File: src/rtl/mmio_pkg.sv
// mmio_pkg: shared state type, default device windows and helpers for mmio_stall_decoder
package mmio_pkg;

    typedef enum logic [1:0] {IDLE, WAIT, DONE} state_t;

    localparam logic [31:0] DATA_BASE    = 32'h1001_0000;
    localparam logic [31:0] GPIO_BASE    = 32'h1001_0100;
    localparam logic [31:0] UART_BASE    = 32'h1001_0200;
    localparam logic [31:0] DEFAULT_MASK = 32'hFFFF_FF00;

    function automatic logic [7:0] sat_inc8(input logic [7:0] v);
        return (v == 8'hFF) ? v : v + 8'd1;
    endfunction

endpackage

File: src/rtl/mmio_addr_match.sv
// mmio_addr_match: per-window address compare, lowest index wins when windows overlap
module mmio_addr_match #(
    parameter int ADDR_LENGTH = 32,
    parameter int N_DEV       = 4,
    parameter int IDX_W       = (N_DEV > 1) ? $clog2(N_DEV) : 1
) (
    input  logic [ADDR_LENGTH-1:0]       addr,
    input  logic [N_DEV*ADDR_LENGTH-1:0] base,
    input  logic [N_DEV*ADDR_LENGTH-1:0] mask,
    output logic                         hit,
    output logic [N_DEV-1:0]             onehot,
    output logic [IDX_W-1:0]             idx
);

    logic [N_DEV-1:0] raw;

    for (genvar i = 0; i < N_DEV; i++) begin : g_win
        assign raw[i] = (addr & mask[i*ADDR_LENGTH +: ADDR_LENGTH]) ==
                        (base[i*ADDR_LENGTH +: ADDR_LENGTH] & mask[i*ADDR_LENGTH +: ADDR_LENGTH]);
    end

    assign hit    = |raw;
    assign onehot = raw & (~raw + N_DEV'(1));

    // Scan from the top down so the lowest matching index is the one left standing
    always_comb begin
        idx = '0;
        for (int i = N_DEV - 1; i >= 0; i--)
            if (raw[i]) idx = IDX_W'(i);
    end

endmodule

File: src/rtl/mmio_stall_decoder.sv
// mmio_stall_decoder: data-port address decoder with per-device ready, wait-state stall, timeout and error reporting
module mmio_stall_decoder
    import mmio_pkg::*;
#(
    parameter int ADDR_LENGTH    = 32,
    parameter int DATA_LENGTH    = 32,
    parameter int N_DEV          = 4,
    parameter logic [N_DEV*ADDR_LENGTH-1:0] DEV_BASE = '0,
    parameter logic [N_DEV*ADDR_LENGTH-1:0] DEV_MASK = {N_DEV{ADDR_LENGTH'(DEFAULT_MASK)}},
    parameter int TIMEOUT_CYCLES = 255,
    parameter int TO_WIDTH       = 8
) (
    input  logic                         clk,
    input  logic                         rst,
    input  logic                         cpu_re,
    input  logic                         cpu_we,
    input  logic [ADDR_LENGTH-1:0]       cpu_addr,
    input  logic [DATA_LENGTH-1:0]       cpu_wdata,
    output logic [DATA_LENGTH-1:0]       cpu_rdata,
    output logic                         cpu_stall,
    output logic                         cpu_err,
    output logic [N_DEV-1:0]             dev_sel,
    output logic                         dev_we,
    output logic [ADDR_LENGTH-1:0]       dev_addr,
    output logic [DATA_LENGTH-1:0]       dev_wdata,
    input  logic [N_DEV*DATA_LENGTH-1:0] dev_rdata,
    input  logic [N_DEV-1:0]             dev_ready,
    output logic [ADDR_LENGTH-1:0]       err_addr,
    output logic [7:0]                   err_count
);

    localparam int IDX_W = (N_DEV > 1) ? $clog2(N_DEV) : 1;

    state_t                 state, state_nx;
    logic [TO_WIDTH-1:0]    cnt;
    logic [ADDR_LENGTH-1:0] addr_q;
    logic [DATA_LENGTH-1:0] wdata_q, rdata_q;
    logic                   we_q, err_q;
    logic [IDX_W-1:0]       idx_q;

    logic                   req, hit;
    logic [N_DEV-1:0]       onehot;
    logic [IDX_W-1:0]       idx;
    logic                   hit_ready, q_ready, timed_out;
    logic [DATA_LENGTH-1:0] hit_rdata, q_rdata;

    assign req       = cpu_re | cpu_we;
    assign hit_ready = dev_ready[idx];
    assign hit_rdata = dev_rdata[idx*DATA_LENGTH +: DATA_LENGTH];
    assign q_ready   = dev_ready[idx_q];
    assign q_rdata   = dev_rdata[idx_q*DATA_LENGTH +: DATA_LENGTH];
    assign timed_out = cnt == TO_WIDTH'(TIMEOUT_CYCLES);

    mmio_addr_match #(
        .ADDR_LENGTH (ADDR_LENGTH),
        .N_DEV       (N_DEV),
        .IDX_W       (IDX_W)
    ) u_match (
        .addr   (cpu_addr),
        .base   (DEV_BASE),
        .mask   (DEV_MASK),
        .hit    (hit),
        .onehot (onehot),
        .idx    (idx)
    );

    // Next state: only a mapped device that is not ready yet opens a wait window
    always_comb begin
        state_nx = state;
        case (state)
            IDLE:    state_nx = (req && hit && !hit_ready) ? WAIT : IDLE;
            WAIT:    state_nx = (q_ready || timed_out) ? DONE : WAIT;
            default: state_nx = IDLE;
        endcase
    end

    // Outputs: pass-through in IDLE, latched request in WAIT, buffered result in DONE; all quiet in reset
    always_comb begin
        cpu_rdata = '0;
        cpu_stall = 1'b0;
        cpu_err   = 1'b0;
        dev_sel   = '0;
        dev_we    = 1'b0;
        dev_addr  = '0;
        dev_wdata = '0;
        if (rst) begin
            case (state)
                IDLE: begin
                    if (req && hit) begin
                        dev_sel   = onehot;
                        dev_we    = cpu_we;
                        dev_addr  = cpu_addr;
                        dev_wdata = cpu_wdata;
                        cpu_rdata = hit_ready ? hit_rdata : '0;
                        cpu_stall = !hit_ready;
                    end else begin
                        cpu_err = req;
                    end
                end
                WAIT: begin
                    dev_sel   = N_DEV'(1) << idx_q;
                    dev_we    = we_q;
                    dev_addr  = addr_q;
                    dev_wdata = wdata_q;
                    cpu_stall = 1'b1;
                end
                default: begin
                    cpu_rdata = rdata_q;
                    cpu_err   = err_q;
                end
            endcase
        end
    end

    // Registers: latch the stalled access, collect its result and keep the error log
    always_ff @(posedge clk or negedge rst) begin
        if (!rst) begin
            state     <= IDLE;
            cnt       <= '0;
            addr_q    <= '0;
            wdata_q   <= '0;
            we_q      <= 1'b0;
            idx_q     <= '0;
            rdata_q   <= '0;
            err_q     <= 1'b0;
            err_addr  <= '0;
            err_count <= '0;
        end else begin
            state <= state_nx;
            case (state)
                IDLE: begin
                    if (req && hit && !hit_ready) begin
                        addr_q  <= cpu_addr;
                        wdata_q <= cpu_wdata;
                        we_q    <= cpu_we;
                        idx_q   <= idx;
                        cnt     <= TO_WIDTH'(1);
                    end else if (req && !hit) begin
                        err_addr  <= cpu_addr;
                        err_count <= sat_inc8(err_count);
                    end
                end
                WAIT: begin
                    if (q_ready) begin
                        rdata_q <= q_rdata;
                    end else if (timed_out) begin
                        rdata_q   <= '0;
                        err_q     <= 1'b1;
                        err_addr  <= addr_q;
                        err_count <= sat_inc8(err_count);
                    end else begin
                        cnt <= cnt + TO_WIDTH'(1);
                    end
                end
                default: begin
                    err_q <= 1'b0;
                    cnt   <= '0;
                end
            endcase
        end
    end

endmodule

File: config.mk
export PLATFORM = sky130hd
export DESIGN_NAME = mmio_stall_decoder
export DESIGN_NICKNAME = d
export VERILOG_FILES = /design/src/rtl/mmio_pkg.sv /design/src/rtl/mmio_addr_match.sv /design/src/rtl/mmio_stall_decoder.sv
export SDC_FILE = /design/constraint.sdc
export NUM_CORES = 1
export LEC_CHECK = 0
export ABC_AREA = 1
export BUFFER_PORTS_ARGS = -buffer_cell sky130_fd_sc_hd__buf_4
export CAP_MARGIN = 40
export CELL_PAD_IN_SITES_DETAIL_PLACEMENT = 1
export CELL_PAD_IN_SITES_GLOBAL_PLACEMENT = 1
export CORE_ASPECT_RATIO = 1.2
export CORE_UTILIZATION = 32
export DETAILED_ROUTE_END_ITERATION = 7
export PLACE_DENSITY = 0.88
export SYNTH_ARGS = -nofsm -noshare
export SYNTH_HDL_FRONTEND = slang
export SYNTH_SLANG_ARGS = --single-unit
File: constraint.sdc
create_clock -name clk -period 2.25 [get_ports clk]
set_clock_uncertainty 0.15 [all_clocks]
set_input_delay 0.225 -clock clk [delete_from_list [all_inputs] [get_ports clk]]
set_output_delay 0.225 -clock clk [all_outputs]
set_load 0.05 [all_outputs]
-- Yosys cells after proc, flatten, opt, wreduce, memory -nomap -nowiden
Index checks and enable logic that the tools add are counted.
- input bits: 200
- register bits after elaboration: 148
- word-level logic and storage cells: 85
- output and inout bits: 143
- multiplexer cells: 45
- reduce and logical (&&, ||, !) cells: 15
- $add $sub $neg: 3
- equal/unequal tests: 9
- bitwise gates (word level): 4
- operator list (cell ; number):
    $mux W32 ; 13
    $pmux W32 S2 ; 4
    $mux W8 ; 8
    $logic_not A32 Y1 ; 1
    $pmux W8 S2 ; 2
    $add A8 B1 Y8 const B ; 2
    $eq A8 B8 Y1 const B ; 2
    $ne A2 B2 Y1 const B ; 6
    $mux W1 ; 9
    $mux W4 ; 2
    $pmux W1 S2 ; 4
    $pmux W4 S2 ; 1
    $reduce_and A3 Y1 ; 2
    $reduce_and A5 Y1 ; 1
    $add A4 B1 Y4 const B ; 1
    $and A4 B4 Y4 ; 1
    $not A4 Y4 ; 1
    $pmux W2 S2 ; 1
    $reduce_and A2 Y1 ; 2
    $reduce_bool A2 Y1 ; 2
    $logic_and A1 B1 Y1 ; 3
    $eq A2 B1 Y1 const B ; 1
    $logic_not A1 Y1 ; 2
    $logic_not A2 Y1 ; 1
    other kinds (4) ; 4

-- Depth between registers and ports, before layout
Gate-level depths: netlist of run 1.
- depth in word-level cells: 7
- depth in mapped cells: 10
- depth with buffers taken out: 10

-- By module
Synthesis of run 1 repeated with hierarchy kept, for this count alone.
- cells, all modules: 2119
- area total of the unflattened synthesis: 12499.5 um^2
- by module, submodules not included (module ; times used ; sequential area each (um^2) ; area each (um^2) ; cells each):
    mmio_stall_decoder ; 1 ; 3753.6 ; 9663.0 ; 1447
    mmio_addr_match ; 1 ; 0.0 ; 2836.5 ; 672

-- Worst setup path before layout of run 1
No wires, ideal clock.
- path type: reg2out
- start point: reg state[1]
- end point: out cpu_rdata[13]
- data required time: 1.875 ns
- buffers on the path: 3
- arrival: 2.183 ns
- cell stages (with the launch flop): 9
- setup slack: -0.308 ns
- path through: dfrtp_1 buf_2 nor2_1 inv_1 nor3_4 buf_4 buf_2 nand2_1 a21oi_1
- word-level cells in the longest chain between the ends: 3
- elaborated cells on any way between the ends: 4
- those cells by class: 1 x eq/ne; 2 x mux; 1 x reduce/logical
- ends and longest elaborated chain (item ; line ; RTL):
    from (decl) ; mmio_stall_decoder.sv:34 ; state_t state, state_nx;
    from (signal assigned) ; mmio_stall_decoder.sv:129 ; state <= state_nx;
    $eq A2 B1 Y1 or $logic_not A2 Y1 (tied branches) ; mmio_stall_decoder.sv:87 ; case (state)
    $pmux W32 S2 (*) ; mmio_stall_decoder.sv:87 ;
    $mux W32 (*) ; mmio_stall_decoder.sv:86 ; if (rst) begin
    to (decl) ; mmio_stall_decoder.sv:19 ; output logic [DATA_LENGTH-1:0] cpu_rdata,
Mark *: on every way between the ends. The rest lies on a longest branch, timed or not.

-- Worst setup path after layout of run 1
- start point: in cpu_addr[11]
- end point: out dev_wdata[12]
- word-level cells in the longest chain between the ends: 5
- ends and longest elaborated chain (item ; line ; RTL):
    from (decl) ; mmio_stall_decoder.sv:17 ; input logic [ADDR_LENGTH-1:0] cpu_addr,
    $logic_not A32 Y1 ; mmio_addr_match.sv:18 ; assign raw[i] = (addr & mask[i*ADDR_LENGTH +: ADDR_LENGTH]) ==
    $logic_and A1 B1 Y1 ; mmio_stall_decoder.sv:89 ; if (req && hit) begin
    $mux W32 ; mmio_stall_decoder.sv:89 ;
    $pmux W32 S2 ; mmio_stall_decoder.sv:87 ;
    $mux W32 ; mmio_stall_decoder.sv:86 ;
    to (decl) ; mmio_stall_decoder.sv:25 ; output logic [DATA_LENGTH-1:0] dev_wdata,
No other way between the ends.

==> flow_metrics.tcl, run 1 <==
set metrics [dict create \
    status "complete, but fails checks" \
    violations "negative setup slack" \
    start_util_pct 32.8 \
    gp_congestion 0.788 \
    synth-seq-area-share_pct 48.4 \
    critPathKind "primary input to output port" \
    grt_pass1_vias 10300 \
    root_buffer "clkbuf_16" \
    antenna_found_initial 2 \
    portBuffers 240 \
    vias 9778 \
    drt-initial-drc-count 602 \
    utilization_pct 59.9 \
    clkSinkCount 148 \
    cts_buffer_depth 2 \
    clk_pin_slew_ps 70 \
    drive_above_1_share_pct 38.7 \
    drtPass1Iterations 5 \
    slew_viol_final 0 \
    die_h_um 171 \
    die_area_um2 24600 \
    grt-ovfl-total 0 \
    wire_per_inst_um 23.8 \
    hp-class "primary input to flip-flop" \
    final_cell_mix "444 x nand2_1, 190 x buf_4, 148 x dfrtp_1" \
    ir_drop_mv 0.508 \
    tritoncts "yes" \
    setup_tns_ps -23390 \
    die_w_um 143 \
    setup_viol 121 \
    worst_slack_ps -361 \
    ant_nets 0 \
    hold_viol_final 0 \
    leakage_uw 0.00727 \
    place_hpwl_mm 17.6 \
    syn_area_um2 7660 \
    fmax_mhz 383 \
    syn_to_final_growth_pct 82.7 \
    ys_types 25 \
    wirelength_mm 42.8 \
    relSlewSlack_pct 43.6 \
    clk_latency_ps 430 \
    crit_path_max_fanout 6 \
    worst_ep_required_time_ps 1880 \
    viasPerCell 5.44 \
    grt_first_pass_wirelength_mm 57.0 \
    yosysWarnings 0 \
    async_flop_share_pct 100 \
    worst_setup_path_end_kind "output port" \
    rows 61 \
    arrival_ps 2240 \
    core_area_um2 23400 \
    min_period_ps 2610 \
    final_common_cell "nand2_1" \
    ys_ff_latch 148 \
    cts_max_level 4 \
    ys.flop_type "dfrtp_1" \
    cts-buffers-inserted 17 \
    power.density_nw_per_um2 519 \
    rsz0062_at_grt "true" \
    grt_max_degree 149 \
    syn_area_per_cell_um2 6.99 \
    hold_slack_ps 63.0 \
    fin_nets 1668 \
    period_share_pct 116 \
    start_kind "primary input" \
    ios 343 \
    grt_usage_pct 30.7 \
    synthCells 1095 \
    tightest_slew_ps 846 \
    drc 0 \
    drv_cap 0 \
    synth_edf_count 0 \
]
==> stage by stage <==
step | cells | setup slack, ps | area [um^2] | total power [uW]
after floorplan | 1097 | -212 | 8040 | 3510
after global placement | 1616 | -232 | 10400 | 3970
after detailed placement | 1616 | -246 | 10400 | 4000
after CTS | 1774 | -154 | 13000 | 7140
after global routing | 1796 | -383 | 14000 | 7480
final | 1799 | -361 | 14000 | 7260
==> final timing paths <==
check,end,depth (start not counted),start,slack (ps)
max,dev_wdata[12],12,cpu_addr[11],-360
min,err_addr[19]$_DFFE_PN0P_,6,cpu_addr[19],60
max reg2reg,err_addr[4]$_DFFE_PN0P_,11,state[0]$_DFF_PN0_,-80
min reg2reg,wdata_q[11]$_DFFE_PN0P_,2,wdata_q[11]$_DFFE_PN0P_,330
max in group asynchronous,wdata_q[3]$_DFFE_PN0P_,3,rst,970
min in group asynchronous,err_count[5]$_DFFE_PN0P_,3,rst,360
==> synthesized netlist by cell type, types with 3 or more instances <==
library cell  instances  area [um^2]
o21ai_0              33          165
buf_4                 4         30.0
inv_1                56          210
buf_2                20          100
dfrtp_1             148         3700
clkbuf_1             48          180
nand3_1              95          475
inv_2                12         45.0
xnor2_1               3         26.3
nor2_1               52          195
a21oi_1              77          385
xor2_1                5         43.8
nand2_1             525         1970
==> critical path, stage by stage <==
cell,delay [ps]
buf_4,120
nor2_1,180
nand2_1,180
nor2_2,250
nand3_4,150
nor3_4,240
buf_12,160
buf_12,150
buf_12,130
nand2_2,70
a21oi_4,190
buf_8,170
==> state kept, by name (all words and copies together) (netlist names) <==
name and flops:
rdata_q 32, state 2, err_addr 32, cnt 8, we_q 1, err_q 1, wdata_q 32, addr_q 32
err_count 8
==> power by group <==
part	internal [uW]	total, uW	switching [uW]
clock network	1700	3050	1350
logic	490	1350	865
registers	2750	2850	100
total	4950	7260	2310
==> kinds of logic after synthesis <==
logic type      synth area share, %
simple gates                   35.6
buf+inv                        7.43
other cells                  0.0490
fa+ha+maj                     0.327
compound gates                 7.35
flops                          48.4
xor+xnor                      0.915
==> layer usage <==
metal / wire [um] / global-route usage [%] / share of wire, %
met5: 0 / 0 / 0
met4: 3160 / 19.6 / 7.4
met3: 2890 / 6.77 / 6.7
met2: 22000 / 54.9 / 51
met1: 14800 / 32.6 / 35
==> area by class of cell <==
| type | instances | area (um^2) |
|---|---|---|
| Fill cell | 2681 | 9370 |
| Multi-Input combinational cell | 808 | 4600 |
| Timing Repair Buffer | 423 | 4410 |
| Sequential cell | 148 | 3700 |
| Clock buffer | 18 | 439 |
| Tap cell | 315 | 394 |
| Inverter | 68 | 259 |
| Clock inverter | 14 | 164 |
| Antenna cell | 5 | 12.5 |
==> repair_timing <==
action	4_1_cts	5_1_grt
setup buffers	23	19
setup endpoints to repair	113	186
hold buffers	93	0
hold endpoints to repair	247	0
cloned	10	7
resized for setup	169	190
pin swaps	13	37
Note: power is estimated with default switching activity, not from simulation.
==> run 2: changes to the inputs <==
--- a/config.mk
+++ b/config.mk
@@ -11,8 +11,10 @@
 export CELL_PAD_IN_SITES_DETAIL_PLACEMENT = 1
 export CELL_PAD_IN_SITES_GLOBAL_PLACEMENT = 1
 export CORE_ASPECT_RATIO = 1.2
+export CORE_MARGIN = 4
 export CORE_UTILIZATION = 32
 export DETAILED_ROUTE_END_ITERATION = 7
+export GPL_TIMING_DRIVEN = 0
 export PLACE_DENSITY = 0.88
 export SYNTH_ARGS = -nofsm -noshare
 export SYNTH_HDL_FRONTEND = slang
==> run 2 against run 1 <==
Effect of this change: critical path type is now flip-flop to output port; non-clock buffer count increased by 21; sequential power about the same; count of clock-buffer cells in the layout increased by 1; the run still ends with negative setup slack left; sequential share of layout area decreased by 0.15 points; largest cell class unchanged; critical endpoint is now cpu_rdata[13].
==> flow_metrics.tcl, run 2 (same netlist as run 1, synthesis figures left out) <==
set metrics [dict create \
    die_w_um 149 \
    setup_viol 100 \
    worst_ep_required_time_ps 1880 \
    syn_to_final_growth_pct 83.8 \
    antenna_found_initial 0 \
    critPathKind "flip-flop to output port" \
    rsz0062_at_grt "true" \
    final_common_cell "nand2_1" \
    crit_path_max_fanout 5 \
    slew_viol_final 0 \
    arrival_ps 2230 \
    rows 61 \
    grt_max_degree 114 \
    start_util_pct 32.8 \
    grt_pass1_vias 10400 \
    setup_tns_ps -24220 \
    grt_usage_pct 27.3 \
    multi_input_area_um2 4680 \
    min_period_ps 2600 \
    final_cell_mix "437 x nand2_1, 161 x buf_4, 147 x dfrtp_1" \
    fillCellCount 2707 \
    worst_setup_path_end_kind "output port" \
    root_buffer "clkbuf_16" \
    cts-buffers-inserted 17 \
    worst_slack_ps -353 \
    clk_latency_ps 420 \
    vias 9596 \
    fmax_mhz 384 \
    viasPerCell 5.28 \
    power.density_nw_per_um2 522 \
    critPathMaxStageDelay_ps 400 \
    clk_pin_slew_ps 70 \
    drc 0 \
    start_kind "flip-flop" \
    final-seq-area_um2 3700 \
    fin_nets 1689 \
    status "complete, but fails checks" \
    drtPass1Iterations 5 \
    wire_per_inst_um 22.5 \
    hp-class "primary input to flip-flop" \
    hp-start "cpu_addr[24]" \
    wirelength_mm 40.8 \
    tritoncts "yes" \
    die_h_um 177 \
    drv_cap 0 \
    leakage_uw 0.00744 \
    ir_drop_mv 0.602 \
    ios 343 \
    portBuffers 239 \
    grt-ovfl-total 0 \
    clkSinkCount 148 \
    period_share_pct 116 \
    hold_slack_ps 8.24 \
    core_area_um2 23400 \
    tightest_slew_ps 1110 \
    grt_first_pass_wirelength_mm 56.8 \
    ant_nets 0 \
    hold_viol_final 0 \
    relSlewSlack_pct 26.1 \
    cp_cell_sequence "buf_6 > nor2_4 > inv_2 > nor3_4 > buf_6 > buf_12 > buf_12 > nand2_4 > a21oi_2 > buf_6" \
    violations "negative setup slack" \
    die_area_um2 26500 \
    drive_above_1_share_pct 38.1 \
    r2r-start "state[1]$_DFF_PN0_" \
    cpMostUsedCell "buf_6" \
    cp_slowest_cell "dfrtp_1" \
    gp_congestion 0.819 \
    drt-initial-drc-count 478 \
    crit_start "state[1]$_DFF_PN0_" \
    cts_buffer_depth 2 \
    place_hpwl_mm 21.4 \
    cts_max_level 4 \
]
## run 2: changes by cell type in the layout (fill, tap and decap cells not counted), moves of 7 or more
cell / before / now
clkbuf_1: 0 / 19
buf_4: 190 / 161
nand2_2: 35 / 27
nand2_1: 444 / 437
buf_12: 19 / 11
nand2_4: 43 / 61
clkbuf_2: 1 / 13
buf_2: 0 / 10
buf_8: 27 / 39
## run 2: final cells by class
cell class,count,share of cell area (%)
buffer,70,4.35
clock buffer,19,3.08
inverter,68,1.81
tap,315,2.80
antenna,1,0.0178
multi-input combinational,808,33.2
clock inverter,13,1.40
sequential,148,26.3
timing repair buffer,374,27.0
## run 2: final timing paths
path	end	slack [ps]	depth (start not counted)
max	cpu_rdata[13]	-350	10
max in group asynchronous	wdata_q[21]$_DFFE_PN0P_	890	4
max reg2reg	wdata_q[31]$_DFFE_PN0P_	-40	12
min in group asynchronous	err_count[6]$_DFFE_PN0P_	210	3
min reg2reg	wdata_q[21]$_DFFE_PN0P_	330	2
min	err_addr[24]$_DFFE_PN0P_	8	5
## run 2: where the power goes
group / switching, uW / internal, uW / total [uW] / leakage [uW]
logic: 872 / 499 / 1370 / 0.00516
clock network: 1240 / 1880 / 3120 / 0.000297
registers: 105 / 2750 / 2860 / 0.00199
total: 2220 / 5130 / 7350 / 0.00744
## run 2: metrics by stage
stage	setup WS (ps)	power (uW)	std cells	util (%)	area (um^2)
after floorplan	-212	3510	1097	-	8040
after global placement	-2010	3980	1651	43.8	10200
after detailed placement	-655	4020	1653	44.0	10300
after CTS	-261	7290	1801	55.4	12900
after global routing	-431	7620	1815	60.2	14100
final	-353	7350	1816	60.3	14100
## run 2: per-layer routing
layer / up-vias / part of all wire, % / global-route usage, %
met5: - / 0 / 0
met4: 0 / 5.7 / 15.1
met3: 148 / 5.4 / 4.93
met2: 429 / 53 / 48.6
met1: 4826 / 36 / 30.7
li1: 4193 / - / -
## run 2: worst max-delay path, delay by kind of cell, from the launching register on
| kind | cells | cell delay, ps |
|---|---|---|
| AND/OR/NAND/NOR | 3 | 400 |
| buffers and inverters | 6 | 820 |
| flip-flops | 1 | 400 |
| AO/OA/AOI/OAI | 1 | 180 |
## run 2: timing repair
item                       in CTS  in global routing
hold buffers                   95                  0
buffers inserted               21                 11
hold endpoints to repair      164                  0
setup endpoints to repair     246                181
cloned                          4                  5
gates resized for setup       235                261
pin swaps                      23                 75
